`src/rtl/led_pkg.sv`:
```
// Shared constants and types for the multiplexed LED scan controller.
package led_pkg;

   localparam int N_DIG = 8;
   localparam int DIG_W = 5;

   typedef logic [DIG_W-1:0] dig_code_t;

   localparam dig_code_t CODE_ALL_ON = 5'h1F;
   localparam dig_code_t CODE_RESET  = 5'h00;

   typedef enum logic {BLANK, DRIVE} scan_state_t;

endpackage

```
`src/rtl/led_scan_ctrl_rr_arb2.sv`:
```
// Two-way round-robin arbiter: combinational grant, registered last winner.
module rr_arb2 (
   input  logic clk,
   input  logic rst_n,
   input  logic a_req,
   input  logic b_req,
   output logic a_gnt,
   output logic b_gnt
);

   // last_b=1 means B won most recently, so A takes the next tie
   logic last_b;

   always_comb begin
      a_gnt = a_req & (~b_req | last_b);
      b_gnt = b_req & (~a_req | ~last_b);
   end

   always_ff @(posedge clk or negedge rst_n) begin
      if (!rst_n)     last_b <= 1'b1;
      else if (a_gnt) last_b <= 1'b0;
      else if (b_gnt) last_b <= 1'b1;
   end

endmodule

```
`src/rtl/led_scan_ctrl.sv`:
```
// 8-digit LED scan controller with blanking gap and round-robin buffer writes.
// Optional LED_SCAN_CTRL_LAMP_TEST_EN adds a lamp_test input forcing all segments on.
module led_scan_ctrl
   import led_pkg::*;
#(
   parameter int F_CLK     = 50000000,
   parameter int F_SCAN    = 1000,
   parameter int BLANK_CYC = 16
) (
   input  logic              clk,
   input  logic              rst_n,
   input  logic              a_valid,
   input  logic [2:0]        a_addr,
   input  logic [DIG_W-1:0]  a_data,
   output logic              a_ready,
   input  logic              b_valid,
   input  logic [2:0]        b_addr,
   input  logic [DIG_W-1:0]  b_data,
   output logic              b_ready,
`ifdef LED_SCAN_CTRL_LAMP_TEST_EN
   input  logic              lamp_test,
`endif
   output logic [N_DIG-1:0]  cs,
   output logic [DIG_W-1:0]  dig_ctrl,
   output logic              frame_done
);

   localparam int DIV = F_CLK / F_SCAN;
   localparam int TW  = (DIV > 1) ? $clog2(DIV) : 1;
   localparam int BW  = $clog2(BLANK_CYC + 1) + 1;

   generate
      if (BLANK_CYC < 1 || BLANK_CYC >= DIV) begin : g_bad_cfg
         $error("led_scan_ctrl: BLANK_CYC must satisfy 1 <= BLANK_CYC < F_CLK/F_SCAN");
      end
   endgenerate

   scan_state_t      state_q, state_d;
   logic [TW-1:0]    tick;
   logic [BW-1:0]    bcnt;
   logic [2:0]       ptr;
   logic [N_DIG-1:0] cs_q;
   dig_code_t        dig_q;
   dig_code_t        dig_buf [N_DIG];
   logic             tick_wrap, load, leave;

   rr_arb2 u_arb (
      .clk   (clk),
      .rst_n (rst_n),
      .a_req (a_valid),
      .b_req (b_valid),
      .a_gnt (a_ready),
      .b_gnt (b_ready)
   );

   assign tick_wrap = (tick == TW'(DIV - 1));

   always_ff @(posedge clk or negedge rst_n) begin
      if (!rst_n)         tick <= '0;
      else if (tick_wrap) tick <= '0;
      else                tick <= tick + TW'(1);
   end

   always_comb begin
      state_d = state_q;
      load    = 1'b0;
      leave   = 1'b0;
      case (state_q)
         BLANK: if (bcnt == BW'(BLANK_CYC - 1)) begin
            state_d = DRIVE;
            load    = 1'b1;
         end
         DRIVE: if (tick_wrap) begin
            state_d = BLANK;
            leave   = 1'b1;
         end
         default: state_d = BLANK;
      endcase
   end

   always_ff @(posedge clk or negedge rst_n) begin
      if (!rst_n) begin
         state_q    <= BLANK;
         bcnt       <= '0;
         ptr        <= '0;
         cs_q       <= '1;
         dig_q      <= CODE_ALL_ON;
         frame_done <= 1'b0;
      end else begin
         state_q    <= state_d;
         frame_done <= leave && (ptr == 3'd7);
         if (leave)                 bcnt <= '0;
         else if (state_q == BLANK) bcnt <= bcnt + BW'(1);
         if (leave) ptr <= ptr + 3'd1;
         // the load sees the buffer before this edge's write lands
         if (load) begin
            cs_q  <= N_DIG'(1) << ptr;
            dig_q <= dig_buf[ptr];
         end else if (state_q == BLANK || leave) begin
            cs_q  <= '0;
         end
      end
   end

   always_ff @(posedge clk or negedge rst_n) begin
      if (!rst_n) begin
         for (int i = 0; i < N_DIG; i++) dig_buf[i] <= CODE_RESET;
      end else if (a_ready) begin
         dig_buf[a_addr] <= a_data;
      end else if (b_ready) begin
         dig_buf[b_addr] <= b_data;
      end
   end

`ifdef LED_SCAN_CTRL_LAMP_TEST_EN
   logic lamp_q;

   always_ff @(posedge clk or negedge rst_n) begin
      if (!rst_n) lamp_q <= 1'b0;
      else        lamp_q <= lamp_test;
   end

   assign cs       = lamp_q ? '1 : cs_q;
   assign dig_ctrl = lamp_q ? CODE_ALL_ON : dig_q;
`else
   assign cs       = cs_q;
   assign dig_ctrl = dig_q;
`endif

endmodule
```
`config.mk`:
```
export PLATFORM = sky130hd
export DESIGN_NAME = led_scan_ctrl
export DESIGN_NICKNAME = d
export VERILOG_FILES = /design/src/rtl/led_pkg.sv /design/src/rtl/led_scan_ctrl_rr_arb2.sv /design/src/rtl/led_scan_ctrl.sv
export SDC_FILE = /design/constraint.sdc
export NUM_CORES = 1
export LEC_CHECK = 0
export BUFFER_PORTS_ARGS = -buffer_cell sky130_fd_sc_hd__buf_2
export CAP_MARGIN = 10
export CORE_ASPECT_RATIO = 0.8
export CORE_MARGIN = 1.5
export CORE_UTILIZATION = 64
export CTS_BUF_LIST = sky130_fd_sc_hd__clkbuf_16
export CTS_CLUSTER_SIZE = 30
export DETAILED_ROUTE_END_ITERATION = 7
export HOLD_SLACK_MARGIN = 0.08
export PLACE_DENSITY = 0.85
export REMOVE_ABC_BUFFERS = 1
export SLEW_MARGIN = 20
export SYNTH_ARGS = -nofsm -noshare
export SYNTH_HDL_FRONTEND = slang
export SYNTH_SLANG_ARGS = --single-unit
```
`constraint.sdc`:
```
create_clock -name clk -period 3.7 [get_ports clk]
set_input_delay 0.74 -clock clk [delete_from_list [all_inputs] [get_ports clk]]
set_output_delay 0.74 -clock clk [all_outputs]
set_load 0.005 [all_outputs]
```
Word level (Yosys, flattened, before mapping). Index checks and enable logic that the tools add are counted.

Flip-flop bits (word level): 81. Bits in latches: 0. RAM bits: 0. ROM bits: 0. Input bits: 20. Memories kept: 0.

Add/subtract/negate cells: 3. Multipliers: 0. Div/mod/pow operators: 0. Magnitude comparators: 5. Eq/ne operators: 4. Shift operators: 1. Muxes and demuxes: 24. Bitwise logic cells: 11. Reductions and logical operators: 6.

Operator list (number): $bwmux 40 (2); $mux 40 (2); $demux 5 s3 (2); $mux 5 (4); $add 16x1->16 const B (1); $eq 16x16->1 const B (1); $mux 16 (1); $mux 8 (2); $bmux 5 s3 (1); $ge 4x4->1 const B (3); $mux 6 (2); $not 3->4 (3); $lt 4x1->1 const B (2); $shl 1x3->8 const A (1); $mux 1 (7); $add 6x1->6 const B (1); $eq 6x4->1 const B (1); $not 1->1 (4); $reduce_bool 2->1 (2); $add 3x1->3 const B (1); $eq 3x3->1 const B (1); $logic_and 1x1->1 (3); $and 1x1->1 (2); $ne 2x1->1 const B (1); 3 further kinds (4).

Depth between registers and ports, before layout.
Depth after elaboration: 8. Mapped depth: 6. Depth with buffers taken out: 5.

Modules after synthesis. A second synthesis with hierarchy kept.

Cells, all modules: 338. Area, all modules: 4130.2 µm².

Modules (own cells, without submodules): led_scan_ctrl (instances 1, cells an instance 332, area an instance 4076.4 µm²); rr_arb2 (instances 1, cells an instance 6, area an instance 53.8 µm²).

Least setup slack after synthesis. OpenSTA, ideal clock, no wires.

Kind: input-to-reg. Start point: input b_valid. End point: register dig_buf[10] (netlist bit). Setup time: 0.126 ns. Data arrival time: 2.005 ns. Path slack: 1.569 ns. Stages on the path: 5. Buffers on the path: 1. Cells stage by stage: a21bo_2 > clkbuf_1 > nor3_1 > a31oi_1 > a221o_1.

Word-level cells in the longest chain between the ends: 4. Elaborated cells between the ends (all ways): 6. Those cells by class: mux: 1; bitwise: 4; reduce/logical: 1.

Ends and longest elaborated chain: from (decl) (line led_scan_ctrl.sv:16) `input logic b_valid,`; $not 1->1 (line led_scan_ctrl_rr_arb2.sv:15) `a_gnt = a_req & (~b_req | last_b);`; $or 1x1->1 (line led_scan_ctrl_rr_arb2.sv:15); $and 1x1->1 (line led_scan_ctrl_rr_arb2.sv:15); $mux 40 / $reduce_bool 2->1 (equally long branches); to (signal, indexed assignment) (line led_scan_ctrl.sv:109) `dig_buf[a_addr] <= a_data;`; to (signal, indexed assignment) (line led_scan_ctrl.sv:111) `dig_buf[b_addr] <= b_data;`; to (decl) (line led_scan_ctrl.sv:44) `dig_code_t dig_buf [N_DIG];`.

Several ways; a longest one is shown, not always the timed one. A chain may end at the register's enable or synchronous reset.

Worst setup path after layout.
Start point: input a_valid. End point: register dig_buf[23] (netlist bit).

Word-level cells in the longest chain between the ends: 4. Elaborated cells between the ends (all ways): 6. Those cells by class: mux: 1; bitwise: 4; reduce/logical: 1.

Ends and longest elaborated chain: from (decl) (line led_scan_ctrl.sv:12) `input logic a_valid,`; $not 1->1 (line led_scan_ctrl_rr_arb2.sv:16) `b_gnt = b_req & (~a_req | ~last_b);`; $or 1x1->1 (line led_scan_ctrl_rr_arb2.sv:16); $and 1x1->1 (line led_scan_ctrl_rr_arb2.sv:16); $reduce_bool 2->1 (no source line).

Several ways; a longest one is shown, not always the timed one.

==> out/summary.txt <==
status: finished, final reports clean
Clock transition at path regs: 60 ps
worst path cell trace: buf_2 -> a21bo_2 -> nor3_1 -> a31oi_1 -> a221o_1
area grow syn2layout: 13.83%
IO buf count: 35
post-cts resize count: 0
Cell Area, Synth: 4018 µm²
ANT nets after route: 0
NumNets Final: 413
setup_tns: 0 ps
worst reg2reg setup slack: 1440 ps
post-layout min period: 2295 ps
global-route wire length before repair: 15430 µm
area of the multi-input gates: 1857 µm²
post-synth top area share: 41.73%
delay-heaviest family, CP: compound AO/OA/AOI/OAI gates
maxcap violations: 0
I/O Pins: 36
FILL cells: 391
Post-Place Worst Slack: 1265 ps
worst clock skew: 5.157 ps
Peak VDD IR: 0.0002974 V
GR Util All Layers: 30.75%
Worst-Margin Slew: 934.6 ps
CP max stage delay: 700 ps
DR iter-0 viols: 337
most frequent cells in the layout: dfrtp_1 (67), nor2_1 (34), buf_2 (34)
Fmax achieved: 0.4358 GHz
register area: 2044 µm²
largest net degree at the start of global routing: 82
WP data arrival: 2500 ps
Synth Flop Type: dfrtp_1
total vias in the final route: 3191
Die X: 91.58 µm
Worst Slack Setup Final: 1405 ps
post-synthesis sequential area ratio: 50.89%
Worst R2R Start: tick[5]$_DFF_PN0_
placed instance area: 4255 µm²
unrepaired setup endpoints after global routing: false
Max H-tree Level: 3
Post-Syn Instances: 352
Setup Fix Bufs, Post-CTS: 0
Die Y: 73.87 µm
Hold WC Path Type: primary input to asynchronous set/reset pin
layout cells sized above 1: 21.79%
ranking of synthesized cells by area: dfrtp_1 (42%), dfstp_2 (9.2%), a22o_1 (6.3%), mux4_2 (5.6%), a21o_1 (4.9%)
CTS buffer count: 9
max-slew violations: 0
Core Area: 5974 µm²
design area: 4573 µm²
Synth cell types: 43
initial antenna violation count: 0
EDFF count, synth: 0
max_slew headroom: 37.12%
Pwr Density: 494.4 nW/µm²
FP Rows: 25
most common cell after layout, fill and taps aside: dfrtp_1
CTS tree: done
Startpoint Class: primary input
Leak: 2.181 nW
initial core utilization: 67.25%
vias in the first global route: 2971
clock sink count: 81
CTS root buf: clkbuf_16
final WL: 10070 µm
worst setup path class: primary input to register
WL per Instance: 21.33 µm
routability cong.: 0.8846
syn avg cell area: 11.41 µm²
CP max FO: 9
Pre-antenna DRT Iters: 7
YS warnings: 0
Worst Path Required: 3910 ps
CTS max path bufs: 2
GRT Residual Overflow: 0
Die Area: 6765 µm²
clock latency at the later pin of the worst-skew pair: 330 ps
WP buf/inv: 1
drt drc: 0
Via density: 6.761
Worst Reg-to-Reg Cells: 4
post-detail-place hpwl: 6723 µm
Crit. End Element: register
area leader, netlist: dfrtp_1
Hold Violations, Final: 0
Crit-path slowest cell: nor3_1
r2r endpoint: state_q$_DFF_PN0_
hold_buf cts: 0
final period utilization: 62.02%
Post-synth ARST share: 100.0%
Seq cells post-synth: 81
Final setup viols: 0
through the flow:
step | power, mW | instances | hold slack (ps) | util, %
after floorplan | 1.259 | 335 | 443.7 | -
after global placement | 1.371 | 454 | 454.4 | 71.23
after detailed placement | 1.391 | 454 | 468.3 | 71.23
after CTS | 2.243 | 470 | 482.4 | 76.04
after global routing | 2.334 | 471 | 359.8 | 76.50
final | 2.261 | 472 | 334.3 | 76.54
sequential cells by signal (all words and copies together) (netlist names):
name	cells
dig_ctrl	5
state_q	1
u_arb.last_b	1
dig_buf	40
frame_done	1
tick	16
bcnt	6
ptr	3
cs	8
Yosys cell counts (2+ instances only):
| cell type | instances |
|---|---|
| and4_1 | 6 |
| a32o_1 | 3 |
| a22o_1 | 29 |
| and3_1 | 4 |
| or3_1 | 2 |
| clkbuf_1 | 4 |
| a31oi_1 | 8 |
| nor2b_1 | 5 |
| o21ai_0 | 3 |
| a21oi_1 | 2 |
| o22ai_1 | 5 |
| ha_1 | 8 |
| xor2_1 | 7 |
| nand3_1 | 6 |
| nor3_1 | 6 |
| inv_1 | 14 |
| nor4_2 | 2 |
| mux4_2 | 10 |
| a21o_1 | 26 |
| nor4_1 | 4 |
| xnor2_1 | 9 |
| buf_2 | 4 |
| nand3b_1 | 2 |
| nand4_1 | 8 |
| a221o_1 | 16 |
| dfrtp_1 | 67 |
| dfstp_2 | 14 |
| buf_1 | 8 |
| nand2b_1 | 3 |
| nand2_1 | 21 |
| nor2_1 | 34 |
report_power, final:
part	internal [mW]	total, mW	leakage (nW)	switching (mW)
Sequential	1.02	1.11	0.998	0.0939
Clock	0.516	0.862	0.142	0.346
Combinational	0.152	0.286	1.04	0.134
cells by family after synthesis:
family / Yosys count / synth area share [%]
muxes: 12 / 6.229
buffers and inverters: 31 / 3.052
DFF: 81 / 50.89
xor gates and xnor gates: 16 / 3.488
AOI/OAI and AO/OA: 93 / 18.81
adders and majority gates: 8 / 2.492
and+or+nand+nor: 111 / 15.04
routing by layer:
metal | track usage, % | vias up | share of wire [%] | wire (µm)
met5 | 0 | - | 0 | 0
met4 | 9.896 | 0 | 1.5 | 156
met3 | 9.213 | 26 | 10 | 1009
met2 | 46.27 | 205 | 46 | 4637
met1 | 43.30 | 1569 | 42 | 4267
li1 | - | 1391 | - | -
final cells by class:
class | count | area share [%]
Antenna cell | 1 | 0.05472
Timing Repair Buffer | 39 | 4.979
Inverter | 14 | 1.149
Tap cell | 81 | 2.216
Multi-Input combinational cell | 240 | 40.60
Sequential cell | 81 | 44.71
Clock inverter | 7 | 1.368
Clock buffer | 9 | 4.925
how the worst max path moves through the flow:
| stage | start | end | depth (start not counted) |
|---|---|---|---|
| detailed placement | a_valid | dig_buf[20]$_DFFE_PN0P_ | 5 |
| global placement | a_valid | dig_buf[22]$_DFFE_PN0P_ | 5 |
| CTS | tick[5]$_DFF_PN0_ | state_q$_DFF_PN0_ | 4 |
| global route | a_valid | dig_buf[20]$_DFFE_PN0P_ | 5 |
| finish | a_valid | dig_buf[23]$_DFFE_PN0P_ | 5 |
| floorplan | bcnt[0]$_DFFE_PN0P_ | cs[0]$_DFFE_PN1P_ | 5 |
Note: power is estimated with default switching activity, not from simulation.
